<file path="config.mk">
export PLATFORM = sky130hd
export DESIGN_NAME = quad_decoder
export DESIGN_NICKNAME = d
export VERILOG_FILES = /design/src/rtl/quad_decoder.sv
export SDC_FILE = /design/constraint.sdc
export NUM_CORES = 1
export LEC_CHECK = 0
export ABC_AREA = 1
export BUFFER_PORTS_ARGS = -buffer_cell sky130_fd_sc_hd__buf_2
export CAP_MARGIN = 10
export CORE_UTILIZATION = 53
export DETAILED_ROUTE_END_ITERATION = 8
export HOLD_SLACK_MARGIN = 0.15
export PLACE_DENSITY = 0.75
export SYNTH_ARGS = -nofsm -noshare
export SYNTH_HDL_FRONTEND = slang
export SYNTH_SLANG_ARGS = --single-unit
</file>
<file path="constraint.sdc">
create_clock -name clk -period 2.1 [get_ports clk]
set_input_delay 0.105 -clock clk [delete_from_list [all_inputs] [get_ports clk]]
set_output_delay 0.105 -clock clk [all_outputs]
set_load 0.02 [all_outputs]
</file>
<file path="src/rtl/quad_decoder.sv">
// Quadrature decoder: synchronises A/B phases, decodes Gray-code transitions
// into step pulses, direction and a wrapping position count, and flags illegal jumps.
module quad_decoder #(
  parameter int NBITS = 4
) (
  input  logic             clk,
  input  logic             reset,
  input  logic             a_in,
  input  logic             b_in,
  input  logic             clr,
  output logic             step,
  output logic             count_up,
  output logic [NBITS-1:0] pos,
  output logic             err
);

  typedef enum logic [1:0] {
    FILL0 = 2'd0,
    FILL1 = 2'd1,
    FILL2 = 2'd2,
    RUN   = 2'd3
  } state_t;

  localparam logic [NBITS-1:0] POS_ONE = NBITS'(1);

  state_t           state_q, state_d;
  logic [1:0]       s1_q, s1_d;
  logic [1:0]       s2_q, s2_d;
  logic [1:0]       prev_q, prev_d;
  logic             step_q, step_d;
  logic             count_up_q, count_up_d;
  logic [NBITS-1:0] pos_q, pos_d;
  logic             err_q, err_d;

  always_ff @(posedge clk or posedge reset) begin
    if (reset) begin
      state_q    <= FILL0;
      s1_q       <= '0;
      s2_q       <= '0;
      prev_q     <= '0;
      step_q     <= 1'b0;
      count_up_q <= 1'b1;
      pos_q      <= '0;
      err_q      <= 1'b0;
    end else begin
      state_q    <= state_d;
      s1_q       <= s1_d;
      s2_q       <= s2_d;
      prev_q     <= prev_d;
      step_q     <= step_d;
      count_up_q <= count_up_d;
      pos_q      <= pos_d;
      err_q      <= err_d;
    end
  end

  always_comb begin
    s1_d       = {a_in, b_in};
    s2_d       = s1_q;
    prev_d     = s2_q;
    state_d    = state_q;
    step_d     = 1'b0;
    count_up_d = count_up_q;
    pos_d      = pos_q;
    err_d      = err_q;

    // Three fill edges let s1, s2 and prev all hold post-reset samples first.
    case (state_q)
      FILL0:   state_d = FILL1;
      FILL1:   state_d = FILL2;
      FILL2:   state_d = RUN;
      default: state_d = RUN;
    endcase

    if (state_q == RUN) begin
      case ({prev_q, s2_q})
        4'b00_01, 4'b01_11, 4'b11_10, 4'b10_00: begin
          step_d     = 1'b1;
          count_up_d = 1'b1;
          pos_d      = pos_q + POS_ONE;
        end
        4'b00_10, 4'b10_11, 4'b11_01, 4'b01_00: begin
          step_d     = 1'b1;
          count_up_d = 1'b0;
          pos_d      = pos_q - POS_ONE;
        end
        4'b00_11, 4'b11_00, 4'b01_10, 4'b10_01: begin
          err_d = 1'b1;
        end
        default: ;
      endcase
    end

    // Clear overrides pos/err only; step and direction still follow the decode.
    if (clr) begin
      pos_d = '0;
      err_d = 1'b0;
    end
  end

  assign step     = step_q;
  assign count_up = count_up_q;
  assign pos      = pos_q;
  assign err      = err_q;

endmodule

</file>
* After elaboration in Yosys (flattened, before gate mapping)
Cells that the tools add are included.
Word-level totals: flip-flop bits (word level) 15, latch bits 0, bits in writable memories 0, bits in read-only memories 0, bits of input ports 5, output and inout port bits 7, memories 0
Operators by class: $add $sub $neg 2, multipliers 0, divide/modulo/power cells 0, order comparisons 0, equality and inequality tests 14, shift operators 0, multiplexer cells 10, bitwise gates (word level) 0, reduce and logical (&&, ||, !) cells 12
Operators with widths (number):
- $eq 4x4->1 const B | 6
- $eq 4x3->1 const B | 3
- $reduce_or 4->1 | 3
- $eq 4x2->1 const B | 2
- $mux 4 | 2
- $pmux 4 s2 | 1
- $reduce_or 8->1 | 1
- $reduce_and 2->1 | 3
- $reduce_bool 2->1 | 3
- $mux 1 | 5
- $add 4x1->4 const B | 1
- $eq 4x1->1 const B | 1
- $pmux 2 s2 | 1
- $sub 4x1->4 const B | 1
- $reduce_bool 3->1 | 1
- $eq 2x1->1 const B | 1
- $eq 2x2->1 const B | 1
- $logic_not 2->1 | 1
- $pmux 1 s2 | 1

* Depth between registers and ports, before layout
Gate-level depths: netlist of run 1.
depth after elaboration 5, mapped depth 12, mapped depth without buffers 12

* Worst setup path before layout of run 1
OpenSTA, ideal clock, no wires.
kind register to register, start register prev_q[1], end register pos_q[3] (netlist: pos[3]), library setup time 117 ps, arrival time 1614 ps, data required time 1983 ps, path slack 369 ps, stages on the path, launching flop included 12, path buffers 1, period minus slack after synthesis 1731 ps, cells stage by stage dfrtp_1 > buf_6 > xnor2_1 > nand2_2 > inv_1 > ha_1 > a21oi_1 > o21ai_0 > inv_1 > nand3_1 > nand3_1 > nand2_1
On the way: longest elaborated chain between the ends 5, elaborated cells on any way between the ends 15
Ends and longest elaborated chain:
- start, declared | RTL line 29 | logic [1:0] prev_q, prev_d;
- start signal, assigned | RTL line 49 | prev_q <= prev_d;
- $eq 4x2->1, or another cell as far along | RTL line 76 | case ({prev_q, s2_q})
- $reduce_or 4->1 | RTL line 76
- $pmux 4 s2 | RTL line 76
- $mux 4 | RTL line 75 | if (state_q == RUN) begin
- $mux 4 | RTL line 95 | if (clr) begin
- end signal, assigned | RTL line 52 | pos_q <= pos_d;
- end, declared | RTL line 32 | logic [NBITS-1:0] pos_q, pos_d;
Several ways; a longest one is shown, not always the timed one. The select of a mux whose other input is x is not followed. A chain may end at the register's enable or synchronous reset.

* Final worst setup path of run 1
start register s2_q[0] (netlist: prev_d[0]), end register pos_q[3] (netlist: pos[3])
On the way: longest elaborated chain between the ends 5, elaborated cells on any way between the ends 15
Ends and longest elaborated chain:
- start, declared | RTL line 28 | logic [1:0] s2_q, s2_d;
- start signal, assigned | RTL line 39 | s2_q <= '0;
- start signal, assigned | RTL line 48 | s2_q <= s2_d;
- $eq 4x2->1, or another cell as far along | RTL line 76
- $reduce_or 4->1 | RTL line 76
- $pmux 4 s2 | RTL line 76
- $mux 4 | RTL line 75
- $mux 4 | RTL line 95
Several ways; a longest one is shown, not always the timed one. The select of a mux whose other input is x is not followed.

==> impl_metrics.yaml, run 1 <==
status:
  status: "finished clean"
power_and_ir_drop:
  seq_power_share: 0.494
  p_int_mw: 0.470
  ir_worst_vdd_uv: 618
  combPwrFrac: 0.280
  clockPowerShare: 0.225
  switching_power_mw: 0.229
  p_total_mw: 0.699
  swShare: 0.328
  p_leak_nw: 0.481
  powerDensity_nw_per_um2: 784
global_routing:
  grt_pass1_wl_mm: 2.02
  grt_overflow: 0
  antenna_found_initial: 0
  grt_use_total: 0.196
  grt_max_degree: 16
  grt_pass1_vias: 469
floorplan:
  core_sq_um: 1320
  die_area_sq_um: 1600
  die_width_um: 40.0
  start_util: 0.579
  io_pins: 12
  placementRows: 13
  fp.dieH_um: 40.0
setup_path:
  slowest_delay_ns: 0.45
  cp.depth: 10
  crit_slowest_cell: "dfrtp_1"
  crit_family: "flip-flops"
  r2r_cells: 10
  path_cells: "xnor2_1, nand2_2, inv_1, ha_1, a21oi_1, o21ai_0, inv_1, nand3_1, nand3_1, nand2_1"
  path_buf_inv: 2
  crit_path_start_kind: "register"
  crit_path_end_kind: "register"
  path_class: "register to register"
  required_ns: 2.27
  crit_fanout: 6
  worstPathArrival_ns: 2.10
timing:
  rsz0062_at_grt: "false"
  setup_viol: 0
  setup-tns-final_ns: 0
  slew_violations: 0
  fmax_mhz: 519
  hold_slack_ns: 0.356
  slew-limit-headroom: 0.628
  period_share: 0.917
  hold_viol_final: 0
  fin_crit_ns: 1.93
  worst_pin_slew_ns: 0.557
  skew_ns: 0.00882
  setup_ws_ns: 0.174
detailed_routing:
  vias: 547
  drcViolationCount: 0
  drt_first_pass_iters: 2
  drtIter0Drc: 4
  finalWirelength_mm: 1.26
  wl_per_cell_um: 10.6
  antenna_left: 0
  viasPerCell: 4.64
final_layout:
  final_util: 0.677
  final_cell_mix: "nand2_1, dfrtp_1, inv_1"
  fin_nets: 112
  final-instance-count-excl-fill: 118
  fillers: 115
  syn_to_final_growth_pct: 16.9
  final_common_cell: "nand2_1"
  final_area_sq_um: 892
  antenna_cells: 0
  drive_above_1_share: 0.243
synth:
  synthTopCellsByArea: "dfrtp_1, nand2_1, inv_1"
  synth_warnings: 0
  synth_top_area_frac: 0.459
  synth_fp_nets: 93
  synth_area_sq_um: 763
  synth_top_area_cell: "dfrtp_1"
  yosysSeqAreaShare: 0.493
  synth_cell_types: 22
  syn_avg_cell_area_sq_um: 8.98
  synth_seq_cells: 15
  syn-instance-count: 85
flow_run:
  drv_cap: 0
placement:
  io_buffer_count: 11
  place.gp.congestion: 0.708
  place_inst: 110
  dp_hpwl_um: 907
  pre_cts_ws_ns: 0.192
  dpl_cell_area_sq_um: 826
clock_network:
  cts_max_level: 1
  clock_latency_ns: 0.27
  cts_buffers: 3
  cts_setup_buffers: 0
  clk_pin_slew_worst_paths_ns: 0.09
  clock-sinks: 15
  root_buffer: "clkbuf_4"
  clk_path_buf_depth: 2
  cts_tree: "built"
min_path:
  holdPathStages: 0
  hold_path_class: "register to register"
cell families after synthesis:
kind of cell	after synthesis	share of synthesized area
AO/OA/AOI/OAI	6	0.0443
XOR/XNOR	5	0.0574
adder cells (fa/ha/maj)	3	0.0590
buffers and inverters	17	0.0934
flip-flops	15	0.493
AND/OR/NAND/NOR	39	0.252
synth_stat cells, drive strengths merged:
cell type,number
nand2,29
inv,15
xnor2,3
xor2,2
buf,1
ha,2
clkinv,1
nor2,2
or2,1
dfstp,1
nand3,7
fa,1
o21ai,4
dfrtp,14
a21oi,2
layer usage:
layer  global-route usage  wire length [um]
met1                0.265               628
met2                0.290               524
met3               0.0389                44
met4                0.121                59
met5                    0                 0
state kept, by name, indices dropped and copies added, names as in the netlist:
register / count
state_q: 2
s1_q: 2
err: 1
count_up: 1
prev_d: 2
pos: 4
step: 1
prev_q: 2
timing repair:
item / CTS / global route
hold buffers: 4 / 0
gates resized for setup: 0 / 0
endpoints found under the hold margin: 17 / 0
final cells by class:
class | count | area [sq um] | area share
Timing Repair Buffer | 15 | 95.1 | 0.107
Tap cell | 15 | 18.8 | 0.0210
Clock buffer | 4 | 26.3 | 0.0295
Sequential cell | 15 | 377 | 0.422
Inverter | 16 | 60.1 | 0.0673
Multi-Input combinational cell | 53 | 315 | 0.353
power groups by stage:
stage | Sequential (mW) | Combinational, mW | Clock [mW]
6_report | 0.346 | 0.196 | 0.158
2_1_floorplan | 0.376 | 0.114 | 0
5_1_grt | 0.349 | 0.220 | 0.175
4_1_cts | 0.345 | 0.197 | 0.165
3_3_place_gp | 0.349 | 0.185 | 0
3_5_place_dp | 0.351 | 0.190 | 0
path summary, 6_finish.rpt:
| check | startpoint | end | slack [ns] |
|---|---|---|---|
| setup / recovery | prev_d[0]$_DFF_PP0_ | pos[3]$_DFFE_PP0P_ | 0.17 |
| hold / removal | s1_q[0]$_DFF_PP0_ | prev_d[0]$_DFF_PP0_ | 0.36 |
| setup reg to reg | prev_d[0]$_DFF_PP0_ | pos[3]$_DFFE_PP0P_ | 0.17 |
| hold reg to reg | s1_q[0]$_DFF_PP0_ | prev_d[0]$_DFF_PP0_ | 0.36 |
| max in group asynchronous | reset | prev_d[0]$_DFF_PP0_ | 1.31 |
| min in group asynchronous | reset | pos[0]$_DFFE_PP0P_ | 0.42 |
worst register-to-register path: stages, from the launching register on:
cell	delay (ns)
dfrtp_1	0.45
xnor2_1	0.31
nand2_2	0.14
inv_1	0.13
ha_1	0.28
a21oi_1	0.13
o21ai_0	0.12
inv_1	0.07
nand3_1	0.07
nand3_1	0.09
nand2_1	0.05
Note: power is estimated with default switching activity, not from simulation.
==> inputs of run 2 (changes only) <==
==> config.mk (replaced) <==
export PLATFORM = sky130hd
export DESIGN_NAME = quad_decoder
export DESIGN_NICKNAME = d
export VERILOG_FILES = /design/src/rtl/quad_decoder.sv
export SDC_FILE = /design/constraint.sdc
export NUM_CORES = 1
export LEC_CHECK = 0
export BUFFER_PORTS_ARGS = -buffer_cell sky130_fd_sc_hd__buf_2
export CAP_MARGIN = 10
export CORE_AREA = 2 2 39 41
export DETAILED_ROUTE_END_ITERATION = 8
export DIE_AREA = 0 0 41 43
export HOLD_SLACK_MARGIN = 0.15
export PLACE_DENSITY = 0.72
export SYNTH_ARGS = -nofsm -noshare
export SYNTH_HDL_FRONTEND = slang
export SYNTH_SLANG_ARGS = --single-unit
==> run 2 against run 1 <==
Against the previous run: die area up 10%; count of clock-buffer cells in the layout unchanged; critical endpoint unchanged; core utilization decreased by 2.4 points; combinational power is 23% higher; sequential share of layout area decreased by 0.53 points; cell count decreased by 14%; via count decreased by 10%; critical path type unchanged.
==> impl_metrics.yaml, run 2 <==
min_path:
  min_to: "prev_d[0]$_DFF_PP0_"
  min_from: "s1_q[0]$_DFF_PP0_"
  holdPathStages: 0
  hold_path_class: "register to register"
global_routing:
  grt-busiest-layer: "met2"
  grt_use_met1: 0.224
  antenna_found_initial: 0
  grt_util_met2: 0.266
  met3_usage: 0.0157
  grt_max_degree: 16
  grt_pass1_vias: 519
  grt_overflow: 0
  grt_pass1_wl_mm: 1.99
  grt_use_total: 0.172
timing:
  period_share: 0.960
  worst_pin_slew_ns: 0.531
  fin_crit_ns: 2.02
  skew_ns: 0.000562
  hold_viol_final: 0
  slew-limit-headroom: 0.645
  slew_violations: 0
  fmax_mhz: 496
  rsz0062_at_grt: "true"
  setup_viol: 0
setup_path:
  path_class: "register to register"
  rrSetupSlack_ns: 0.08
  r2r-start: "prev_d[1]$_DFF_PP0_"
  cp-startpoint: "prev_d[1]$_DFF_PP0_"
  crit_path_end_kind: "register"
  worstPathArrival_ns: 2.18
  crit_fanout: 3
  timing.rr.end: "pos[3]$_DFFE_PP0P_"
  required_ns: 2.26
  r2r_cells: 8
  crit_path_start_kind: "register"
clock_network:
  cts_buffers: 3
  cts_max_level: 1
  clk_path_buf_depth: 2
  cts_tree: "built"
  clock_latency_ns: 0.27
  clock-sinks: 15
  root_buffer: "clkbuf_4"
  clk_pin_slew_worst_paths_ns: 0.08
power_and_ir_drop:
  combPwrFrac: 0.325
  powerDensity_nw_per_um2: 824
  p_int_mw: 0.511
  p_leak_nw: 0.422
  seq_power_share: 0.468
  switching_power_mw: 0.233
  ir_worst_vdd_uv: 471
  clockPowerShare: 0.208
  swShare: 0.313
synth:
  synth_top_area_cell: "dfrtp_1"
  synthArstFlopShare: 1.00
  synth_cell_types: 21
  synth_warnings: 0
  synth_top_area_frac: 0.532
  synth_fp_nets: 64
  synth_area_sq_um: 658
  ys.flop_type: "dfrtp_1"
  synthTopCellsByCount: "dfrtp_1, a21oi_1, inv_1, nor2_1, xnor2_1"
  synth_seq_cells: 15
  synthTopCellsByArea: "dfrtp_1, a21oi_1, xnor2_1"
  syn_avg_cell_area_sq_um: 11.8
  synth_edf_count: 0
  yosysSeqAreaShare: 0.572
  yosysMostFrequentCell: "dfrtp_1"
  syn-instance-count: 56
detailed_routing:
  finalWirelength_mm: 1.18
  viasPerCell: 4.87
  drt_first_pass_iters: 4
  drcViolationCount: 0
  wl_per_cell_um: 11.6
  drtIter0Drc: 7
  antenna_left: 0
  vias: 492
final_layout:
  drive_above_1_share: 0.376
  fillers: 119
  multiInputGateArea_sq_um: 293
  final_util: 0.653
  layout.area.seq_sq_um: 377
  largest_reg_flops: 4
  final_common_cell: "dfrtp_1"
  final-instance-count-excl-fill: 101
  fin_nets: 94
  syn_to_final_growth_pct: 37.3
  antenna_cells: 0
  final_cell_mix: "dfrtp_1, buf_2, buf_4"
floorplan:
  start_util: 0.476
  die_width_um: 41
  placementRows: 14
  io_pins: 12
  die_area_sq_um: 1760
  core_sq_um: 1380
  fp.dieH_um: 43
placement:
  io_buffer_count: 11
  place.gp.congestion: 0.731
  place_inst: 91
  dp_hpwl_um: 913
status:
  status: "finished clean"
flow_run:
  drv_cap: 0
-- run 2: cell types whose count changed in the layout (fill, tap and decap cells not counted), sizes merged, moves of 4 or more --
cell / before / now
a21oi: 2 / 7
buf: 11 / 21
inv: 15 / 4
nand2: 29 / 1
nand3: 7 / 3
-- run 2: worst max path at each step --
stage / end / cells past startpoint / slack [ns]
3_5_place_dp: pos[3]$_DFFE_PP0P_ / 8 / -0.07
5_1_grt: pos[3]$_DFFE_PP0P_ / 8 / -0.02
2_1_floorplan: pos[3]$_DFFE_PP0P_ / 8 / 0.02
4_1_cts: pos[3]$_DFFE_PP0P_ / 8 / 0.02
3_3_place_gp: pos[3]$_DFFE_PP0P_ / 8 / -0.002
6_report: pos[3]$_DFFE_PP0P_ / 8 / 0.08
-- run 2: area by class of cell --
type | instances | share of cell area
multi-input cells | 37 | 0.324
inverters | 4 | 0.0194
flip-flops and latches | 15 | 0.417
well taps | 16 | 0.0222
clock buffers | 4 | 0.0291
repair buffers | 25 | 0.188
-- run 2: critical path: stages, from the launching register on --
cell and delay (ns):
dfrtp_1 0.40, xnor2_1 0.15, or2_4 0.27, inv_4 0.07, ha_4 0.21, a21oi_4 0.13
a211oi_1 0.08, nor4_1 0.24, mux2_2 0.36
-- run 2: timing repair --
action / 4_1_cts / 5_1_grt
resized for setup: 1 / 3
setup buffers: 1 / 1
hold buffers: 4 / 0
setup endpoints to repair: 1 / 1
pin swaps: 0 / 1
endpoints found under the hold margin: 20 / 0
-- run 2: cell families (layout without fill, tap and decap cells) --
family	after synthesis	count (layout)	synth area share
and+or+nand+nor	14	14	0.108
adders and majority gates	3	3	0.0684
muxes	1	1	0.0171
xor gates and xnor gates	7	7	0.105
buffers and inverters	4	33	0.0228
DFF	15	15	0.572
AOI/OAI and AO/OA	12	12	0.106
-- run 2: metal layers --
metal | part of all wire | wire, um | up-vias
met1 | 0.42 | 496 | 238
met2 | 0.54 | 634 | 8
met3 | 0.027 | 32 | 2
li1 | - | - | 244
met4 | 0.0085 | 10 | 0
met5 | 0 | 0 | -
-- run 2: stage by stage --
step                hold slack (ns)  power, mW  setup slack, ns  instance area [sq um]  setup TNS (ns)
global placement              0.170      0.569         -0.00246                    810        -0.00246
finish                        0.352      0.745           0.0844                    903               0
floorplan                   0.00576      0.494           0.0205                    674               0
global route                  0.366      0.796          -0.0163                    903         -0.0163
CTS                           0.356      0.749           0.0213                    883               0
detailed placement            0.182      0.578          -0.0690                    810         -0.0690
-- run 2: power by group through the flow --
stage	Sequential [mW]	Clock [mW]	Combinational [mW]
after floorplan	0.384	0	0.109
after global placement	0.353	0	0.217
after detailed placement	0.355	0	0.222
after CTS	0.349	0.168	0.232
after global routing	0.352	0.178	0.266
final	0.348	0.155	0.242
